<file path="config.mk">
export PLATFORM = sky130hd
export DESIGN_NAME = ifu_prefetch_flat
export DESIGN_NICKNAME = d
export VERILOG_FILES = /design/src/rtl/ifu_prefetch_if.sv /design/src/rtl/ifu_prefetch.sv /design/src/flat_wrapper.sv
export SDC_FILE = /design/constraint.sdc
export NUM_CORES = 1
export LEC_CHECK = 0
export BUFFER_PORTS_ARGS = -buffer_cell sky130_fd_sc_hd__buf_2
export CAP_MARGIN = 20
export CORE_UTILIZATION = 40
export DETAILED_ROUTE_END_ITERATION = 10
export HOLD_SLACK_MARGIN = 0.15
export SYNTH_ARGS = -nofsm -noshare
export SYNTH_HDL_FRONTEND = slang
export SYNTH_SLANG_ARGS = --single-unit
</file>
<file path="constraint.sdc">
create_clock -name clk -period 17.4 [get_ports clk]
set_input_delay 3.48 -clock clk [delete_from_list [all_inputs] [get_ports clk]]
set_output_delay 3.48 -clock clk [all_outputs]
set_load 0.05 [all_outputs]
</file>
<file path="src/rtl/ifu_prefetch_if.sv">
// ifu_prefetch_if: bundles the instruction-memory request/response channel and
// the downstream head-instruction/redirect channel of the fetch stage.
// master = fetch stage, slave = surrounding memory + execution unit.
interface ifu_prefetch_if #(
  parameter int MAX_DELAY_WIDTH = 4
);
  logic                       imem_req_valid;
  logic [31:0]                imem_req_addr;
  logic                       imem_req_ready;
  logic                       imem_rsp_valid;
  logic [31:0]                imem_rsp_data;
  logic                       ifu_o_valid;
  logic [31:0]                ifu_o_ir;
  logic [31:0]                ifu_o_pc;
  logic [MAX_DELAY_WIDTH-1:0] ifu_o_cycle;
  logic                       exu_i_ready;
  logic                       exu_i_redirect;
  logic [31:0]                exu_i_redirect_pc;

  modport master (
    output imem_req_valid, imem_req_addr,
    input  imem_req_ready, imem_rsp_valid, imem_rsp_data,
    output ifu_o_valid, ifu_o_ir, ifu_o_pc, ifu_o_cycle,
    input  exu_i_ready, exu_i_redirect, exu_i_redirect_pc
  );

  modport slave (
    input  imem_req_valid, imem_req_addr,
    output imem_req_ready, imem_rsp_valid, imem_rsp_data,
    input  ifu_o_valid, ifu_o_ir, ifu_o_pc, ifu_o_cycle,
    output exu_i_ready, exu_i_redirect, exu_i_redirect_pc
  );
endinterface

</file>
<file path="src/rtl/ifu_prefetch.sv">
// ifu_prefetch: instruction fetch/prefetch stage. Issues in-order word fetches
// under a credit limit, buffers responses in a small FIFO and presents the head
// instruction with its PC and a pre-decoded execution cycle count.
// Optional feature macro: IFU_PERF_CNT_EN adds ifu_o_stall_cnt.
// MAX_DELAY_WIDTH must match the parameter of the connected interface.
module ifu_prefetch #(
  parameter logic [31:0] RESET_PC        = 32'h0000_0000,
  parameter int          FIFO_DEPTH      = 2,
  parameter int          ALU_CYCLES      = 1,
  parameter int          MUL_CYCLES      = 3,
  parameter int          DIV_CYCLES      = 8,
  parameter int          MAX_DELAY_WIDTH = 4
) (
  input  logic          clk,
  input  logic          rst,
  ifu_prefetch_if.master bus
`ifdef IFU_PERF_CNT_EN
  ,
  output logic [31:0]   ifu_o_stall_cnt
`endif
);
  localparam int AW      = $clog2(FIFO_DEPTH);
  localparam int CW      = AW + 1;
  localparam int MDW     = MAX_DELAY_WIDTH;
  localparam int CYC_MAX = (1 << MDW) - 1;
  // Zero-valued cycle parameters mean "one cycle"; oversized ones saturate.
  localparam int ALU_I = (ALU_CYCLES <= 0) ? 1 : (ALU_CYCLES > CYC_MAX) ? CYC_MAX : ALU_CYCLES;
  localparam int MUL_I = (MUL_CYCLES <= 0) ? 1 : (MUL_CYCLES > CYC_MAX) ? CYC_MAX : MUL_CYCLES;
  localparam int DIV_I = (DIV_CYCLES <= 0) ? 1 : (DIV_CYCLES > CYC_MAX) ? CYC_MAX : DIV_CYCLES;
  localparam logic [MDW-1:0] ALU_C = MDW'(ALU_I);
  localparam logic [MDW-1:0] MUL_C = MDW'(MUL_I);
  localparam logic [MDW-1:0] DIV_C = MDW'(DIV_I);

  logic [31:0]   fetch_pc;
  logic [31:0]   rsp_pc;        // PC of the next response that will be kept
  logic [31:0]   pc_q [FIFO_DEPTH];
  logic [31:0]   ir_q [FIFO_DEPTH];
  logic [AW-1:0] rd_ptr, wr_ptr;
  logic [CW-1:0] count, outstanding, squash, out_after;
  logic          credit, req_fire, rsp_drop, push, pop, empty, redirect;
  logic [31:0]   redirect_pc, head_ir;
  logic [MDW-1:0] head_cyc;

  assign redirect    = bus.exu_i_redirect;
  assign redirect_pc = bus.exu_i_redirect_pc & ~32'h3;
  assign empty       = (count == '0);
  assign credit      = ({1'b0, count} + {1'b0, outstanding}) < (CW + 1)'(FIFO_DEPTH);

  assign bus.imem_req_valid = ~rst & ~redirect & credit;
  assign bus.imem_req_addr  = fetch_pc;

  assign req_fire  = bus.imem_req_valid & bus.imem_req_ready;
  assign rsp_drop  = bus.imem_rsp_valid & (squash != '0);
  assign push      = bus.imem_rsp_valid & (squash == '0) & ~redirect;
  assign pop       = ~empty & bus.exu_i_ready & ~redirect;
  // Requests still in flight once this cycle's handshakes settle.
  assign out_after = outstanding + CW'(req_fire) - CW'(bus.imem_rsp_valid);

  // Control state: fetch PC, credit tracking, squash count and FIFO pointers.
  always_ff @(posedge clk) begin
    if (rst) begin
      fetch_pc    <= RESET_PC;
      rsp_pc      <= RESET_PC;
      outstanding <= '0;
      squash      <= '0;
      rd_ptr      <= '0;
      wr_ptr      <= '0;
      count       <= '0;
    end else begin
      outstanding <= out_after;
      if (redirect) begin
        // Everything still in flight belongs to the old path and gets dropped.
        fetch_pc <= redirect_pc;
        rsp_pc   <= redirect_pc;
        squash   <= out_after;
        rd_ptr   <= '0;
        wr_ptr   <= '0;
        count    <= '0;
      end else begin
        if (req_fire) fetch_pc <= fetch_pc + 32'd4;
        if (rsp_drop) squash <= squash - CW'(1);
        if (push) begin
          wr_ptr <= wr_ptr + AW'(1);
          rsp_pc <= rsp_pc + 32'd4;
        end
        if (pop) rd_ptr <= rd_ptr + AW'(1);
        count <= count + CW'(push) - CW'(pop);
      end
    end
  end

  // Buffer storage; contents are only meaningful below count, so no reset.
  always_ff @(posedge clk) begin
    if (push) begin
      pc_q[wr_ptr] <= rsp_pc;
      ir_q[wr_ptr] <= bus.imem_rsp_data;
    end
  end

  assign head_ir = ir_q[rd_ptr];

  // Pre-decode the execution latency of the head instruction.
  always_comb begin
    head_cyc = ALU_C;
    if (head_ir[6:0] == 7'b0000011 || head_ir[6:0] == 7'b0100011)
      head_cyc = MDW'(1);
    else if (head_ir[6:0] == 7'b0110011 && head_ir[31:25] == 7'b0000001)
      head_cyc = head_ir[14] ? DIV_C : MUL_C;
  end

  assign bus.ifu_o_valid = ~empty;
  assign bus.ifu_o_ir    = empty ? 32'h0 : head_ir;
  assign bus.ifu_o_pc    = empty ? 32'h0 : pc_q[rd_ptr];
  assign bus.ifu_o_cycle = empty ? '0 : head_cyc;

`ifdef IFU_PERF_CNT_EN
  // Count cycles where downstream is ready but no instruction is available.
  always_ff @(posedge clk) begin
    if (rst)
      ifu_o_stall_cnt <= 32'h0;
    else if (bus.exu_i_ready & empty & ~redirect & ~(&ifu_o_stall_cnt))
      ifu_o_stall_cnt <= ifu_o_stall_cnt + 32'd1;
  end
`endif
endmodule

</file>
<file path="src/flat_wrapper.sv">
// flat-port wrapper written by rule: the top's interface ports become plain ports
module ifu_prefetch_flat 
#(
  parameter logic [31:0] RESET_PC        = 32'h0000_0000,
  parameter int          FIFO_DEPTH      = 2,
  parameter int          ALU_CYCLES      = 1,
  parameter int          MUL_CYCLES      = 3,
  parameter int          DIV_CYCLES      = 8,
  parameter int          MAX_DELAY_WIDTH = 4
)
  (clk, rst, bus_imem_req_valid, bus_imem_req_addr, bus_imem_req_ready, bus_imem_rsp_valid, bus_imem_rsp_data, bus_ifu_o_valid, bus_ifu_o_ir, bus_ifu_o_pc, bus_ifu_o_cycle, bus_exu_i_ready, bus_exu_i_redirect, bus_exu_i_redirect_pc);
  ifu_prefetch_if #(.MAX_DELAY_WIDTH(MAX_DELAY_WIDTH)) bus_i ();
  input  logic clk;
  input  logic rst;
  output wire logic [$bits(bus_i.imem_req_valid)-1:0] bus_imem_req_valid;
  output wire logic [$bits(bus_i.imem_req_addr)-1:0] bus_imem_req_addr;
  input wire logic [$bits(bus_i.imem_req_ready)-1:0] bus_imem_req_ready;
  input wire logic [$bits(bus_i.imem_rsp_valid)-1:0] bus_imem_rsp_valid;
  input wire logic [$bits(bus_i.imem_rsp_data)-1:0] bus_imem_rsp_data;
  output wire logic [$bits(bus_i.ifu_o_valid)-1:0] bus_ifu_o_valid;
  output wire logic [$bits(bus_i.ifu_o_ir)-1:0] bus_ifu_o_ir;
  output wire logic [$bits(bus_i.ifu_o_pc)-1:0] bus_ifu_o_pc;
  output wire logic [$bits(bus_i.ifu_o_cycle)-1:0] bus_ifu_o_cycle;
  input wire logic [$bits(bus_i.exu_i_ready)-1:0] bus_exu_i_ready;
  input wire logic [$bits(bus_i.exu_i_redirect)-1:0] bus_exu_i_redirect;
  input wire logic [$bits(bus_i.exu_i_redirect_pc)-1:0] bus_exu_i_redirect_pc;
  assign bus_imem_req_valid = bus_i.imem_req_valid;
  assign bus_imem_req_addr = bus_i.imem_req_addr;
  assign bus_i.imem_req_ready = bus_imem_req_ready;
  assign bus_i.imem_rsp_valid = bus_imem_rsp_valid;
  assign bus_i.imem_rsp_data = bus_imem_rsp_data;
  assign bus_ifu_o_valid = bus_i.ifu_o_valid;
  assign bus_ifu_o_ir = bus_i.ifu_o_ir;
  assign bus_ifu_o_pc = bus_i.ifu_o_pc;
  assign bus_ifu_o_cycle = bus_i.ifu_o_cycle;
  assign bus_i.exu_i_ready = bus_exu_i_ready;
  assign bus_i.exu_i_redirect = bus_exu_i_redirect;
  assign bus_i.exu_i_redirect_pc = bus_exu_i_redirect_pc;
  ifu_prefetch #(.RESET_PC(RESET_PC), .FIFO_DEPTH(FIFO_DEPTH), .ALU_CYCLES(ALU_CYCLES), .MUL_CYCLES(MUL_CYCLES), .DIV_CYCLES(DIV_CYCLES), .MAX_DELAY_WIDTH(MAX_DELAY_WIDTH)) u_core (.clk(clk), .rst(rst), .bus(bus_i));
endmodule
</file>
# == After elaboration in Yosys (flattened, before gate mapping) ==
# Memory sizes are Yosys's and may differ from the RTL's. A register that Yosys moved wholly into a read port is not among the register bits.
# Index checks and enable logic that the tools add are counted.
# classes
addsub,10
n_lt_le_gt_ge,1
eq_ne,4
muxes,18
n_bitwise,11
reduce_logical,9
# op_table
op,count
32-bit two-way mux,6
"32-bit by 3-bit adder with 32-bit output, second input constant",2
4-bit two-way mux,4
"7-bit by 6-bit == test with 1-bit output, second input constant",2
1-bit bitwise AND,8
2-bit nonzero test,4
"7-bit by 1-bit == test with 1-bit output, second input constant",1
"7-bit by 2-bit == test with 1-bit output, second input constant",1
1-bit two-way mux,6
2-bit by 1-bit adder with 2-bit output,2
2-bit zero test,2
2-bit two-way mux,2
2-bit by 1-bit subtractor with 2-bit output,2
2-bit by 2-bit adder with 3-bit output,1
"3-bit by 2-bit < comparator with 1-bit output, second input constant",1
1-bit NOT,3
"1-bit adder, second input constant",2
2-bit OR reduction,1
"2-bit by 1-bit subtractor with 2-bit output, second input constant",1
1-bit logical AND,1
1-bit logical OR,1
# word_totals
register_bits,72
mem_bits_rw,128
inputBits,70
output_inout_bits,102
wordCells,64
mem_count,2
# memory_table
memory,words,word_bits,rd,rd_clocked_by_memory_dff,wr,line,text
u_core.ir_q,2,32,1,1,1,ifu_prefetch.sv:37,logic [31:0] ir_q [FIFO_DEPTH];
u_core.pc_q,2,32,1,1,1,ifu_prefetch.sv:36,logic [31:0] pc_q [FIFO_DEPTH];

# == Logic depth before layout (Yosys ltp) ==
# logic_depth
word_depth,7
depth_mapped,10
ltp_nobuf,10

# == Worst setup path before layout ==
# Ideal clock, no wire load.
# synth_timing
path_type,input-to-reg
from,input bus_exu_i_redirect
to,memory u_core.ir_q[0][0] (enable)
setup_ns,0.558
arrival_time_ns,8.341
required_time_ns,16.842
setup_slack_ns,8.500
path_stages,4
path_buffers,3
path_cell_list,clkbuf_1 > clkbuf_1 > buf_1 > nor3_1
# synth_via
elab_chain_len,4
# synth_rtl
item,line,text
from (decl),flat_wrapper.sv:25,input wire logic [$bits(bus_i.exu_i_redirect)-1:0] bus_exu_i_redirect;
1-bit NOT,ifu_prefetch.sv:54,assign push = bus.imem_rsp_valid & (squash == '0) & ~redirect;
1-bit bitwise AND,ifu_prefetch.sv:54,
1-bit two-way mux,ifu_prefetch.sv:94,if (push) begin
1-bit two-way mux (implied by the code),ifu_prefetch.sv:96,ir_q[wr_ptr] <= bus.imem_rsp_data;
to (decl),ifu_prefetch.sv:37,
# No other way between the ends.

# == Worst setup path after layout ==
# layout_timing
from,input bus_exu_i_redirect
to,output bus_imem_req_valid
# layout_via
elab_chain_len,3
# layout_rtl
item,line,text
1-bit NOT,ifu_prefetch.sv:49,assign bus.imem_req_valid = ~rst & ~redirect & credit;
1-bit bitwise AND (2 in series),ifu_prefetch.sv:49,
to (decl),flat_wrapper.sv:15,output wire logic [$bits(bus_i.imem_req_valid)-1:0] bus_imem_req_valid;
# No other way between the ends.

==> impl_metrics.tcl <==
set metrics [dict create \
    status "completed" \
    clk_pin_slew_worst_paths_ns 0.06 \
    drt_iter0_drc 311 \
    place_ws_ns 9.085 \
    io_pins 172 \
    synth_ff_type "edfxtp_1" \
    slew_viol_final 0 \
    globalRouteMet2Util_pct 28.96 \
    cts_tree "built" \
    cp_cell_sequence "buf_2, buf_4, or2_2, nor3_1, buf_2" \
    grt_max_degree 65 \
    fp.dieH_um 150.4 \
    dp_hpwl_um 14330 \
    synth_area_um2 8810 \
    clock_latency_ns 0.43 \
    power_density_nw_per_um2 102.6 \
    grt_use_met1_pct 26.28 \
    setup.worst_path.end_class "output pin" \
    ir_drop_mv 0.05088 \
    cts_resized 0 \
    globalRouteTotalUtil_pct 18.93 \
    cts_sinks 193 \
    wl_per_cell_um 17.40 \
    finish.utilization_pct 49.10 \
    num_vias 6689 \
    hold_class "reg2reg" \
    skew_ns 0.01000 \
    startpoint "bus_exu_i_redirect" \
    startpoint_type "input port" \
    via_per_inst 5.505 \
    rsz0062_at_grt "no" \
    required_ns 13.92 \
    setup-violations-final 0 \
    gr-total-overflow 0 \
    maxCapViolations 0 \
    dieWidth_um 150.4 \
    place.gp.congestion 0.8645 \
    synth-edff-count 124 \
    timing.critical_path.mode_cell "buf_2" \
    ys_seq_area_share_pct 57.95 \
    top_usage_layer "met2" \
    r2r-start "u_core.count[0]$_SDFF_PP0_" \
    syn_area_per_cell_um2 11.29 \
    max_stage_delay_ns 0.48 \
    cts_max_level 4 \
    cts_root_buf "clkbuf_16" \
    n_antenna_cell 0 \
    dieArea_um2 22620 \
    grt_pass1_vias 6097 \
    hold_buffers 0 \
    design.core.area_um2 21290 \
    setup_ws_ns 9.081 \
    crit_path_top_delay_cell "or2_2" \
    grtUsageMet3_pct 4.182 \
    syn-instance-count 780 \
    port_buffers 164 \
    placed_cells 1183 \
    ant_nets 0 \
    p_leak_uw 0.003839 \
    async_reset_ff_share_pct 0 \
    worst_pin_slew_ns 0.9064 \
    drive_gt1_share_pct 22.45 \
    report.final.hold_viol_count 0 \
    hp-start "u_core.rd_ptr$_SDFFE_PP0P_" \
    crit_fanout 53 \
    finalCriticalPeriod_ns 8.319 \
    rows 53 \
    layout.cells.non_filler 1215 \
    ys_ff_latch 193 \
    yosys_warnings 0 \
    antenna_found_initial 0 \
    finalNetCount 1005 \
    fin_crit_sh_pct 47.81 \
    critical_path_class "in2out" \
    ctsLongestPathBuffers 2 \
    dr.pass1.iters 5 \
    area_delta_synth_final_pct 18.63 \
    grt_pass1_wl_um 32630 \
    post-cts-setup-buffers 0 \
    drc_errors 0 \
    tns_ns 0 \
    slew_headroom_pct 39.57 \
    wirelength_um 21140 \
    cts_buffers 17 \
    arrival_ns 4.84 \
    ys_types 59 \
    initial_core_util_pct 41.39 \
    fmax_mhz 120.2 \
]
[per-stage QoR]
stage	hold WS, ns	cell area (um2)	total power (uW)
2_1_floorplan	0.4237	8825	645.2
6_report	0.5210	10450	1072
5_1_grt	0.5374	10450	1115
4_1_cts	0.5118	10450	1083
3_3_place_gp	0.4845	9851	685.1
3_5_place_dp	0.4925	9851	686.7
[layout by cell type (no fill, tap or decap), types with 14 or more instances in the layout]
cell	instances
a21boi_0	14
a21oi_1	20
a31oi_1	19
buf_2	164
clkbuf_16	19
dfxtp_1	68
edfxtp_1	124
inv_1	25
mux2i_1	62
nand2_1	40
nand3_1	22
nand4_1	32
nor2_1	88
nor3_1	16
o31ai_1	14
or4_1	19
xor2_1	14
[final cells by class]
type | instances | area (um2)
fill | 1990 | 10840
timing repair buffer | 172 | 880.8
sequential | 193 | 5109
clock buffer | 24 | 504.2
inverter | 26 | 97.59
multi-input combinational | 517 | 3420
clock inverter | 8 | 96.34
tap | 275 | 344.1
[critical path, delay by kind of cell]
| kind | cells | cell delay [ns] |
|---|---|---|
| buffers and inverters | 3 | 0.67 |
| and+or+nand+nor | 2 | 0.63 |
[synth_stat cells, types with 17 or more instances]
cell | number | share of area [%]
a31oi_1 | 19 | 1.3
dfxtp_1 | 69 | 16
nand4_1 | 32 | 2.3
edfxtp_1 | 124 | 42
or4_1 | 19 | 1.6
a21oi_1 | 20 | 1.1
mux2i_1 | 62 | 7.0
nand2_1 | 40 | 1.7
inv_1 | 25 | 1.1
clkbuf_1 | 35 | 1.5
nor2_1 | 89 | 3.8
nand3_1 | 22 | 1.2
nor3_1 | 17 | 0.97
[report_power, final]
part           internal (uW)  switching, uW
logic                   40.2           97.2
registers                516           22.9
clock network            233            163
[routing by layer]
metal	routed length, um	up-vias
met5	0	-
met4	366	0
met3	1555	30
met2	9395	261
met1	9823	3165
li1	-	3233
[final timing paths]
check | depth (start not counted) | to | slack (ns)
max | 5 | bus_imem_req_valid | 9.08
min | 2 | u_core.rd_ptr$_SDFFE_PP0P_ | 0.52
max reg2reg | 8 | u_core.bus.imem_req_addr[29]$_SDFFE_PP0P_ | 14.66
min reg2reg | 2 | u_core.rd_ptr$_SDFFE_PP0P_ | 0.52
[sequential cells by signal (all words and copies together), names as in the netlist, named ones only]
signal / count
u_core.bus.imem_req_addr: 30
u_core.count: 2
u_core.ir_q: 64
u_core.outstanding: 2
u_core.pc_q: 60
u_core.rd_ptr: 1
u_core.rsp_pc: 30
u_core.squash: 2
u_core.wr_ptr: 1
[cells by family after synthesis]
kind of cell             share of synthesized area, %
AO/OA/AOI/OAI                                   9.970
adder cells (fa/ha/maj)                         1.221
buffers and inverters                           3.565
AND/OR/NAND/NOR                                 17.60
XOR/XNOR                                        2.485
flip-flops                                      57.95
other                                         0.04257
multiplexers                                    7.172
(Power assumes the default switching activity.)
